$ cat config.mk
export PLATFORM = sky130hd
export DESIGN_NAME = shift_seq_ctrl_flat
export DESIGN_NICKNAME = d
export VERILOG_FILES = /design/src/rtl/shift_seq_ctrl_pkg.sv /design/src/rtl/shift_seq_ctrl_if.sv /design/src/rtl/shift_seq_ctrl_univ_shift_reg.sv /design/src/rtl/shift_seq_ctrl.sv /design/src/flat_wrapper.sv
export SDC_FILE = /design/constraint.sdc
export NUM_CORES = 1
export LEC_CHECK = 0
export ABC_AREA = 0
export CORE_MARGIN = 3
export CORE_UTILIZATION = 30
export DETAILED_ROUTE_END_ITERATION = 10
export PLACE_DENSITY_LB_ADDON = 0.12
export SLEW_MARGIN = 20
export SYNTH_ARGS = -nofsm -noshare
export SYNTH_HDL_FRONTEND = slang
export SYNTH_SLANG_ARGS = --single-unit
$ cat constraint.sdc
create_clock -name clk -period 1.9 [get_ports clk]
set_clock_uncertainty 0.1 [all_clocks]
set_input_delay 0.38 -clock clk [delete_from_list [all_inputs] [get_ports clk]]
set_output_delay 0.38 -clock clk [all_outputs]
set_load 0.01 [all_outputs]
$ cat src/rtl/shift_seq_ctrl_pkg.sv
// Shared types and constants for the serial shift sequencer.
//   state_e   : controller FSM states
//   Sel*      : universal shift register mode select (s input)
//   shift_sel : select code for a shift event in the given direction
package shift_seq_ctrl_pkg;

  typedef enum logic [1:0] {
    StIdle  = 2'd0,
    StLoad  = 2'd1,
    StShift = 2'd2,
    StDone  = 2'd3
  } state_e;

  localparam logic [1:0] SelHold  = 2'b00;
  localparam logic [1:0] SelRight = 2'b01;
  localparam logic [1:0] SelLeft  = 2'b10;
  localparam logic [1:0] SelLoad  = 2'b11;

  // dir = 0 sends LSB first (shift right), dir = 1 sends MSB first (shift left).
  function automatic logic [1:0] shift_sel(input logic dir);
    return dir ? SelLeft : SelRight;
  endfunction

endpackage

$ cat src/rtl/shift_seq_ctrl_if.sv
// Bus between the shift sequencer and its producer/consumer and serial pins.
//   in_valid/in_ready/in_data/dir : parallel word in (dir sampled with the word)
//   out_valid/out_ready/out_data  : received word out
//   abort                         : synchronous cancel
//   serial_in/serial_out          : serial pin pair
//   shift_tick/busy               : status
// slave = controller side, master = producer/consumer side.
interface shift_seq_ctrl_if #(
  parameter int unsigned N = 8
);
  logic         in_valid;
  logic         in_ready;
  logic [N-1:0] in_data;
  logic         dir;
  logic         abort;
  logic         serial_in;
  logic         serial_out;
  logic         shift_tick;
  logic         busy;
  logic         out_valid;
  logic         out_ready;
  logic [N-1:0] out_data;

  modport slave (
    input  in_valid, in_data, dir, abort, serial_in, out_ready,
    output in_ready, serial_out, shift_tick, busy, out_valid, out_data
  );

  modport master (
    output in_valid, in_data, dir, abort, serial_in, out_ready,
    input  in_ready, serial_out, shift_tick, busy, out_valid, out_data
  );
endinterface

$ cat src/rtl/shift_seq_ctrl_univ_shift_reg.sv
// N-bit universal shift register (datapath of the shift sequencer).
//   clk_i, rst_ni : clock, async active-low clear
//   s_i           : 00 hold, 01 shift right (msb_in_i enters), 10 shift left
//                   (lsb_in_i enters), 11 parallel load of d_i
//   q_o           : register contents
module univ_shift_reg
  import shift_seq_ctrl_pkg::*;
#(
  parameter int unsigned N = 8
) (
  input  logic         clk_i,
  input  logic         rst_ni,
  input  logic [1:0]   s_i,
  input  logic [N-1:0] d_i,
  input  logic         msb_in_i,
  input  logic         lsb_in_i,
  output logic [N-1:0] q_o
);

  logic [N-1:0] q_q, q_d;

  always_comb begin
    q_d = q_q;
    unique case (s_i)
      SelHold:  q_d = q_q;
      SelRight: q_d = {msb_in_i, q_q[N-1:1]};
      SelLeft:  q_d = {q_q[N-2:0], lsb_in_i};
      SelLoad:  q_d = d_i;
      default:  q_d = q_q;
    endcase
  end

  always_ff @(posedge clk_i or negedge rst_ni) begin
    if (!rst_ni) q_q <= '0;
    else         q_q <= q_d;
  end

  assign q_o = q_q;

endmodule

$ cat src/rtl/shift_seq_ctrl.sv
// Full-duplex serial shift sequencer. Accepts a word, parallel-loads it into
// a universal shift register, shifts one bit every DIV clocks while capturing
// serial_in, then offers the received word.
//   clk, reset : clock, async active-high reset
//   bus        : handshakes, abort, serial pins and status (slave modport)
module shift_seq_ctrl
  import shift_seq_ctrl_pkg::*;
#(
  parameter int unsigned N   = 8,
  parameter int unsigned DIV = 4
) (
  input  logic             clk,
  input  logic             reset,
  shift_seq_ctrl_if.slave  bus
);

  localparam int unsigned BitW = $clog2(N);
  localparam int unsigned DivW = (DIV > 1) ? $clog2(DIV) : 1;
  localparam logic [BitW-1:0] BitLast = BitW'(N - 1);
  localparam logic [DivW-1:0] DivLast = DivW'(DIV - 1);

  state_e          state_q, state_d;
  logic [BitW-1:0] bit_cnt_q, bit_cnt_d;
  logic [DivW-1:0] div_cnt_q, div_cnt_d;
  logic            dir_q, dir_d;
  logic [N-1:0]    hold_q, hold_d;

  logic [1:0]      sel;
  logic [N-1:0]    q;
  logic            in_ready, serial_out, shift_tick, busy, out_valid;

  univ_shift_reg #(
    .N (N)
  ) u_shift_reg (
    .clk_i    (clk),
    .rst_ni   (~reset),
    .s_i      (sel),
    .d_i      (hold_q),
    .msb_in_i (bus.serial_in),
    .lsb_in_i (bus.serial_in),
    .q_o      (q)
  );

  always_comb begin
    state_d    = state_q;
    bit_cnt_d  = bit_cnt_q;
    div_cnt_d  = div_cnt_q;
    dir_d      = dir_q;
    hold_d     = hold_q;
    sel        = SelHold;
    in_ready   = 1'b0;
    serial_out = 1'b0;
    shift_tick = 1'b0;
    busy       = 1'b0;
    out_valid  = 1'b0;

    unique case (state_q)
      StIdle: begin
        in_ready = 1'b1;
        if (bus.in_valid) begin
          dir_d   = bus.dir;
          hold_d  = bus.in_data;
          state_d = StLoad;
        end
      end
      StLoad: begin
        busy      = 1'b1;
        sel       = SelLoad;
        div_cnt_d = '0;
        bit_cnt_d = '0;
        state_d   = StShift;
      end
      StShift: begin
        busy       = 1'b1;
        serial_out = dir_q ? q[N-1] : q[0];
        if (div_cnt_q == DivLast) begin
          shift_tick = 1'b1;
          sel        = shift_sel(dir_q);
          div_cnt_d  = '0;
          if (bit_cnt_q == BitLast) begin
            bit_cnt_d = '0;
            state_d   = StDone;
          end else begin
            bit_cnt_d = bit_cnt_q + 1'b1;
          end
        end else begin
          div_cnt_d = div_cnt_q + 1'b1;
        end
      end
      StDone: begin
        out_valid = 1'b1;
        if (bus.out_ready) state_d = StIdle;
      end
      default: state_d = StIdle;
    endcase

    // Abort overrides everything: no acceptance, no shift, register untouched.
    if (bus.abort) begin
      state_d    = StIdle;
      bit_cnt_d  = '0;
      div_cnt_d  = '0;
      dir_d      = dir_q;
      hold_d     = hold_q;
      sel        = SelHold;
      shift_tick = 1'b0;
    end
  end

  always_ff @(posedge clk or posedge reset) begin
    if (reset) begin
      state_q   <= StIdle;
      bit_cnt_q <= '0;
      div_cnt_q <= '0;
      dir_q     <= 1'b0;
      hold_q    <= '0;
    end else begin
      state_q   <= state_d;
      bit_cnt_q <= bit_cnt_d;
      div_cnt_q <= div_cnt_d;
      dir_q     <= dir_d;
      hold_q    <= hold_d;
    end
  end

  assign bus.in_ready   = in_ready;
  assign bus.serial_out = serial_out;
  assign bus.shift_tick = shift_tick;
  assign bus.busy       = busy;
  assign bus.out_valid  = out_valid;
  assign bus.out_data   = q;

endmodule

$ cat src/flat_wrapper.sv
// flat-port wrapper written by rule: the top's interface ports become plain ports
module shift_seq_ctrl_flat import shift_seq_ctrl_pkg::*;
#(
  parameter int unsigned N   = 8,
  parameter int unsigned DIV = 4
)
  (clk, reset, bus_in_valid, bus_in_data, bus_dir, bus_abort, bus_serial_in, bus_out_ready, bus_in_ready, bus_serial_out, bus_shift_tick, bus_busy, bus_out_valid, bus_out_data);
  shift_seq_ctrl_if #(.N(N)) bus_i ();
  input  logic clk;
  input  logic reset;
  input wire logic [$bits(bus_i.in_valid)-1:0] bus_in_valid;
  input wire logic [$bits(bus_i.in_data)-1:0] bus_in_data;
  input wire logic [$bits(bus_i.dir)-1:0] bus_dir;
  input wire logic [$bits(bus_i.abort)-1:0] bus_abort;
  input wire logic [$bits(bus_i.serial_in)-1:0] bus_serial_in;
  input wire logic [$bits(bus_i.out_ready)-1:0] bus_out_ready;
  output wire logic [$bits(bus_i.in_ready)-1:0] bus_in_ready;
  output wire logic [$bits(bus_i.serial_out)-1:0] bus_serial_out;
  output wire logic [$bits(bus_i.shift_tick)-1:0] bus_shift_tick;
  output wire logic [$bits(bus_i.busy)-1:0] bus_busy;
  output wire logic [$bits(bus_i.out_valid)-1:0] bus_out_valid;
  output wire logic [$bits(bus_i.out_data)-1:0] bus_out_data;
  assign bus_i.in_valid = bus_in_valid;
  assign bus_i.in_data = bus_in_data;
  assign bus_i.dir = bus_dir;
  assign bus_i.abort = bus_abort;
  assign bus_i.serial_in = bus_serial_in;
  assign bus_i.out_ready = bus_out_ready;
  assign bus_in_ready = bus_i.in_ready;
  assign bus_serial_out = bus_i.serial_out;
  assign bus_shift_tick = bus_i.shift_tick;
  assign bus_busy = bus_i.busy;
  assign bus_out_valid = bus_i.out_valid;
  assign bus_out_data = bus_i.out_data;
  shift_seq_ctrl #(.N(N), .DIV(DIV)) u_core (.clk(clk), .reset(reset), .bus(bus_i));
endmodule
==> results.md, run 1 <==
Job:
- The number of maximum-capacitance violations is 0.

STA:
- Timing would allow up to ~550 MHz.
- The actual transition at the worst max-transition pin is 326.6 ps.
- Setup repair after global routing left no endpoint under its margin.
- The final number of setup-violating endpoints is 0.
- Headroom to the max-slew limit came out at 78.23%.
- The worst path in the final design needs a cycle of 1833 ps, including I/O delays and setup.
- The minimum setup slack in the final design is 67.41 ps.
- The sum of negative setup slack is 0 ps.
- The total count of hold-check failures in the final report is 0.
- Dividing the final minimum period by the clock period gives 96.45%.
- The max-slew violation count was 0.

Synth:
- Synthesis produced a netlist with a net count of roughly 140.
- The count of mapped cells out of synthesis is 116.
- The total of flip-flops plus latches after synthesis is 24.
- The synthesized netlist devotes 0% of its cell area to XOR and XNOR gates.
- Summing the areas of all fa, ha and maj instances in the mapped netlist gives 7.214% of the synthesized area.
- The multiplexer fraction of the synthesized cell area is 17.94%.
- By area, the combinational part of the netlist is dominated by multiplexers.
- The top cell type's share of synthesized area is 43.28%.
- Summed over all instances, the cell type with the most area after synthesis is sky130_fd_sc_hd__dfrtp_1.
- In this run the cell area of the synthesized design comes to 1388 sq um.
- The number of warnings issued by yosys is 0.
- The post-synthesis sequential area ratio is 43.28%.
- The synthesized netlist devotes 15.51% of its cell area to compound gates.
- Of the total synthesized cell area, the portion taken by AND, OR, NAND and NOR gates is 11.90%.
- The number of distinct library cell variants in the gate-level netlist after synthesis is 30.
- Ranked by total cell area, the synthesized netlist is headed by sky130_fd_sc_hd__dfrtp_1 43%, sky130_fd_sc_hd__mux2_2 8.9%, sky130_fd_sc_hd__mux2_4 7.6%.
- A synthesized cell averages 11.96 sq um.

Hold path:
- The tightest min-delay check is of the primary input to async pin type.

Detailed routing:
- The final routed wirelength across all metal layers is 3065 microns.
- Before antenna repair, the detailed router went through 4 iterations.
- In the routed layout, each cell is associated on average with a via count of 4.888.
- The post-detailed-route count of antenna-violating nets is 0.
- The number of violations reported at the end of detailed-routing iteration 0 is 83.
- The routed length per placed instance is 14.88 microns.
- In the routed design, unresolved DRC markers number 0.
- The via count is 1007.

Final layout:
- The area growth from synthesis to layout is 32.01%.
- The final antenna diode count is 0.
- The library cell used most frequently in the layout, excluding fill and tap cells, is sky130_fd_sc_hd__dfrtp_1.
- The count of nets after finishing is 178.
- Of the cells placed in the final design, the portion with a size suffix greater than 1 is approximately 28%.
- The finished cells cover 1832 sq um.
- In the layout the commonest cells are 24 x sky130_fd_sc_hd__dfrtp_1, 22 x sky130_fd_sc_hd__clkdlybuf4s50_1, 12 x sky130_fd_sc_hd__buf_4.

Floorplan:
- The chip height is between 70 and 80 microns.
- The width of the die is around 74 microns.
- The area of the die is 5477 sq um.
- The I/O pin total is 28.
- The initial utilization of the core area, before any placement, comes to a little under a third.
- The area of the core is 4414 sq um.
- In this run the core area contains 24 standard-cell rows.

GRT:
- The number of antenna violations at the first check in global routing is 0.
- The total global routing overflow is 0.
- The global-route wire length before repair is 5278 microns.
- The via count of the first global-routing pass is approximately 1000.
- Entering global routing, the biggest net connects 25 pins.
- The total routing resource utilization after global routing is between 10% and 20%.

Clock tree:
- The total number of clock tree sinks is 24.
- The buffer depth of the longest clock path is 2.
- The master cell of the clock root buffer is sky130_fd_sc_hd__clkbuf_8.
- After clock tree synthesis, the clock-pin slew on the worst setup and hold paths is 90 ps.
- The number of H-tree levels is 1.
- Hold repair after CTS inserted 0 buffers.
- The later pin in the worst-skew pair is clocked with a latency of between 200 and 300 ps.
- After clock tree synthesis, the setup repair step added 0 buffers.
- The clock tree from TritonCTS is done.
- Counting the buffers created by CTS gives 3.

Placement:
- The area of placed instances is around 1800 sq um.
- The number of buffer cells added on primary ports is 27.
- The congestion estimate from routability-driven global placement came to approximately 0.76.
- Summed over all nets, the half-perimeter wirelength after detailed placement is 2369 microns.
- The worst slack at placement is -70.19 ps.

Worst setup path:
- In this run the critical register-to-register path is launched from u_core.state_q[0].
- The largest fanout on the critical path is 2.
- The category of the most critical setup path is flip-flop to output pin.
- STA classifies the critical path startpoint as a flip-flop.
- For the worst flop-to-flop path, the logic depth is 8.
- The data arrival time of the critical path is 1350 ps.
- The kind of end point of the critical path is an output pin.
- The launch point of the critical path is u_core.state_q[0].
- The worst reg-to-reg setup slack is 140 ps.
- The required time at the worst-slack endpoint is 1420 ps.

Power:
- The total power draw is 2.863 mW.
- The analysis attributes to cell leakage a power of a little over 0.8 nW.
- The worst-case IR drop observed on VDD is 0.4208 mV.
- In this run the power density over the cells is 1563 nW/um^2.

Status:
- The run finished with clean final reports.
[what timing repair did]
action	4_1_cts	5_1_grt
endpoints found under the setup margin	5	2
pin swaps	0	0
resized for setup	7	4
[metal layers]
layer / vias up / part of all wire, % / track usage [%]
met5: - / 0 / 0
met1: 481 / 50 / 18.24
li1: 502 / - / -
met2: 20 / 46 / 18.50
met4: 0 / 0.95 / 3.622
met3: 4 / 3.7 / 2.162
[per-stage QoR]
stage,std cells,utilization (%),hold slack (ps)
global placement,202,40.11,385.9
global route,206,41.50,400.2
finish,206,41.50,349.7
CTS,206,41.67,360.3
floorplan,116,-,294.6
detailed placement,202,40.11,392.7
[synthesized netlist by cell type (all sizes together)]
cell type  number
dfrtp          24
mux2           18
nor2           11
ha              8
nand2b          8
a2bb2oi         6
o31ai           6
buf             5
a22oi           4
inv             4
o22ai           4
a21oi           3
mux2i           2
nand3b          2
nor2b           2
a21bo           1
a21boi          1
a31oi           1
and2            1
and3            1
nand2           1
nand4b          1
nor3b           1
o21a            1
[worst paths after layout]
check	to
setup / recovery	bus_busy
hold / removal	u_core.hold_q[5]
setup reg to reg	u_core.u_shift_reg.q_o[0]
hold reg to reg	u_core.hold_q[4]
max in group asynchronous	u_core.state_q[0]
min in group clk	u_core.hold_q[4]
[sequential cells by signal, summed over array words and instances (netlist names)]
register,flops
u_core.div_cnt_q,2
u_core.state_q,2
u_core.u_shift_reg.q_o,8
u_core.dir_q,1
u_core.hold_q,8
u_core.bit_cnt_q,3
[kinds of logic (layout without fill, tap and decap cells)]
| logic type | after synthesis | count (layout) |
|---|---|---|
| buffers and inverters | 9 | 47 |
| and+or+nand+nor | 28 | 28 |
| muxes | 20 | 20 |
| AOI/OAI and AO/OA | 27 | 27 |
| DFF | 24 | 24 |
| adders and majority gates | 8 | 8 |
[power breakdown]
| part | switching, mW | internal [mW] | total (mW) | leakage [nW] |
|---|---|---|---|---|
| registers | 0.171 | 0.719 | 0.889 | 0.297 |
| clock network | 0.172 | 0.282 | 0.453 | 0.0357 |
| logic | 0.635 | 0.886 | 1.52 | 0.475 |
[worst max-delay path, cell delays in order (launching register included)]
cell and delay [ps]:
sky130_fd_sc_hd__dfrtp_1 360, sky130_fd_sc_hd__inv_1 60, sky130_fd_sc_hd__buf_4 140, sky130_fd_sc_hd__ha_1 300, sky130_fd_sc_hd__clkdlybuf4s15_1 240
[cell type report]
cell class	instances	area (sq um)
fillers	411	2582
multi-input cells	83	732.0
flip-flops and latches	24	600.6
repair buffers	39	347.8
well taps	52	65.06
clock buffers	3	41.29
clock inverters	1	30.03
inverters	4	15.01
(Power assumes the default switching activity.)
==> run 2, diff against run 1 <==
- CORE_ASPECT_RATIO: unset -> 0.5
- CORE_MARGIN: 3 -> unset
==> run 2 against run 1 <==
  * The flow now finishes with violations (DRC)
  * Core utilization increased by 0.22 points
  * Via count decreased by 1.8%
  * Total power decreased by 0.59%
  * Maximum frequency increased by 1.0%
  * Sequential share of layout area decreased by 0.24 points
  * Wire length decreased by 9.2%
  * Largest power group unchanged
  * Largest cell class unchanged
==> results.md, run 2 (synthesis gave the netlist of run 1 again) <==
STA:
- The post-route fraction of the period consumed by the critical path is 95.46% (was 96.45%).
- The final number of setup-violating endpoints was 0 (unchanged).
- The actual transition at the worst max-transition pin is 313.8 ps (was 326.6 ps).
- The worst slew slack as a fraction of its limit was 79.08% (was 78.23%).
- The minimum setup slack in the final design is 86.32 ps (was 67.41 ps).
- The sum of negative setup slack is 0 ps (unchanged).
- The final critical delay including setup and external delays is 1814 ps (was 1833 ps).
- The max-slew violation count was 0 (unchanged).
- The highest attainable clock frequency was 551.4 MHz (was 545.7 MHz).
- The total count of hold-check failures in the final report is 0 (unchanged).
- Setup repair after global routing missed its margin: false (unchanged).

Power:
- The worst voltage drop across the vdd grid is 0.3881 mV (was 0.4208 mV).
- The internal power consumption is 1.893 mW (was 1.886 mW).
- The portion of total power attributed to the clock network is 15.8% (about the same).
- The switching power summed over all nets is 0.9529 mW (was 0.9768 mW).
- The share of power burned in registers was 30.9% (was 31.1%).
- The total power draw came to 2.846 mW (was 2.863 mW).
- The part of the total power dissipated in combinational logic was 53.3% (was 53.1%).
- The proportion of total power due to net switching is 33.48% (was 34.12%).
- The power per standard cell area is 1542 nW/um^2 (was 1563 nW/um^2).
- The leakage power is 0.8067 nW (was 0.8079 nW).

Detailed routing:
- The number of violations reported at the end of detailed-routing iteration 0 is 32 (was 83).
- The final routed wirelength across all metal layers was 2782 microns (was 3065 microns).
- The number of DRC violations after detailed routing was 4 (was 0).
- The via count is 989 (was 1007).
- The count of TritonRoute iterations in the first routing pass was 7 (was 4).
- The routed length per placed instance is 13.18 microns (was 14.88 microns).
- The via density per instance is 4.687 (was 4.888).
- The post-detailed-route count of antenna-violating nets was 0 (unchanged).

Clock tree:
- The master cell of the clock root buffer is sky130_fd_sc_hd__clkbuf_8 (unchanged).
- The number of H-tree levels came to 1 (unchanged).
- The total clock buffers created by CTS came to 3 (unchanged).
- The clock insertion delay at the later pin of the skew report is 260 ps (was 270 ps).
- The clock tree from TritonCTS is done (unchanged).
- The buffer depth of the longest clock path came to 2 (unchanged).
- The cts-stage hold buffer count is 0 (unchanged).
- The total number of clock tree sinks is 24 (unchanged).
- The post-CTS setup buffer count is 0 (unchanged).
- The clock transition at the registers of the reported paths is 90 ps (about the same).
- The number of gates given a new drive strength after cts came to 8 (was 7).

Floorplan:
- The initial core utilization is 31.36% (was 31.43%).
- The placement row count is 17 (was 24).
- The area of the core was 4424 sq um (was 4414 sq um).
- The area of the die is 4918 sq um (was 5477 sq um).
- The width of the die is 98.18 microns (was 74.01 microns).
- The chip height was 50.09 microns (was 74.01 microns).
- The I/O pin total is 28 (unchanged).

Final layout:
- Commonest non-fill, non-tap cells in the layout: 24 x sky130_fd_sc_hd__dfrtp_1, 22 x sky130_fd_sc_hd__clkdlybuf4s50_1, 12 x sky130_fd_sc_hd__buf_4 (unchanged).
- The most common cell after layout, fill and taps aside is sky130_fd_sc_hd__dfrtp_1 (unchanged).
- The number of standard cells in the layout, taps in and fillers out is 211 (was 206).
- The number of inserted filler cells in the final layout was 451 (was 411).
- The area of all placed cells without fillers was 1846 sq um (was 1832 sq um).
- The proportion of layout cells with a drive suffix above 1 came to 28.57% (was 27.92%).
- The layout-stage area growth over the synthesis result is 33.00% (was 32.01%).
- The final antenna diode count is 0 (unchanged).
- The count of nets after finishing came to 178 (unchanged).

GRT:
- The total global routing overflow is 0 (unchanged).
- The via count of the first global-routing pass came to 994 (was 1042).
- The total routing resource utilization after global routing was 12.60% (was 12.36%).
- The global-route wire length before repair was 4712 microns (was 5278 microns).
- The largest net degree at the start of global routing is 25 (unchanged).
- The number of antenna violations at the first check in global routing is 0 (unchanged).

Hold path:
- The path class of the lowest-slack min-delay path is primary input to async pin (unchanged).

Placement:
- The routability congestion estimate from global placement is 0.7885 (was 0.7635).
- The number of buffer cells added on primary ports was 27 (unchanged).
- The area of placed instances is 1777 sq um (was 1770 sq um).
- The worst slack at placement is -110.6 ps (was -70.19 ps).
- The detailed placement HPWL was 2145 microns (was 2369 microns).
- The total placed cells including tap cells is 207 (was 202).

Worst setup path:
- The category of the most critical setup path is flip-flop to output pin (unchanged).
- The nature of the critical path startpoint is a flip-flop (unchanged).
- The largest fanout on the critical path is 2 (unchanged).
- The data arrival time of the critical path is 1330 ps (was 1350 ps).
- The required time at the worst-slack endpoint came to 1420 ps (about the same).
- The kind of end point of the critical path was an output pin (unchanged).

Job:
- The number of maximum-capacitance violations is 0 (unchanged).

Status:
- The checks that failed: DRC.
- Outcome: finished with violations (was finished clean).
run 2: layout make-up:
type	count	area, sq um	share of cell area [%]
Timing Repair Buffer	39	352.8	19.12
Clock buffer	3	41.29	2.237
Clock inverter	1	30.03	1.627
Sequential cell	24	600.6	32.54
Multi-Input combinational cell	83	734.5	39.80
Inverter	4	15.01	0.8136
Tap cell	57	71.32	3.864
run 2: critical path: stages (launching register included):
cell and delay [ps]:
sky130_fd_sc_hd__dfrtp_1 350, sky130_fd_sc_hd__inv_1 50, sky130_fd_sc_hd__buf_4 130, sky130_fd_sc_hd__ha_1 300, sky130_fd_sc_hd__clkdlybuf4s15_1 230
run 2: per-stage QoR:
stage	hold slack, ps	util, %
after floorplan	294.6	-
after global placement	382.8	40.16
after detailed placement	389.3	40.16
after CTS	349.9	41.74
after global routing	409.7	41.71
final	343.0	41.71
run 2: path summary, 6_finish.rpt:
| kind | start | to | slack (ps) | cells after the start |
|---|---|---|---|---|
| setup / recovery | u_core.state_q[0] | bus_busy | 90 | 4 |
| hold / removal | reset | u_core.hold_q[1] | 340 | 3 |
| setup reg to reg | u_core.state_q[0] | u_core.u_shift_reg.q_o[1] | 160 | 7 |
| hold reg to reg | u_core.hold_q[1] | u_core.hold_q[1] | 410 | 1 |
| max in group asynchronous | reset | u_core.hold_q[0] | 1110 | 3 |
| min in group clk | u_core.hold_q[1] | u_core.hold_q[1] | 410 | 1 |
run 2: layer usage:
metal	up-vias	track usage, %	share of wire, %
met5	-	0	0
met4	0	4.478	0.43
met3	2	3.546	3.5
met2	17	21.48	45
met1	469	15.40	51
li1	501	-	-
run 2: power groups by stage:
| stage | Sequential, mW | Combinational [mW] | Clock, mW |
|---|---|---|---|
| 2_1_floorplan | 0.886 | 1.02 | 0 |
| 3_3_place_gp | 0.883 | 1.55 | 0 |
| 3_5_place_dp | 0.890 | 1.56 | 0 |
| 4_1_cts | 0.882 | 1.53 | 0.462 |
| 5_1_grt | 0.912 | 1.66 | 0.490 |
| 6_report | 0.879 | 1.52 | 0.450 |
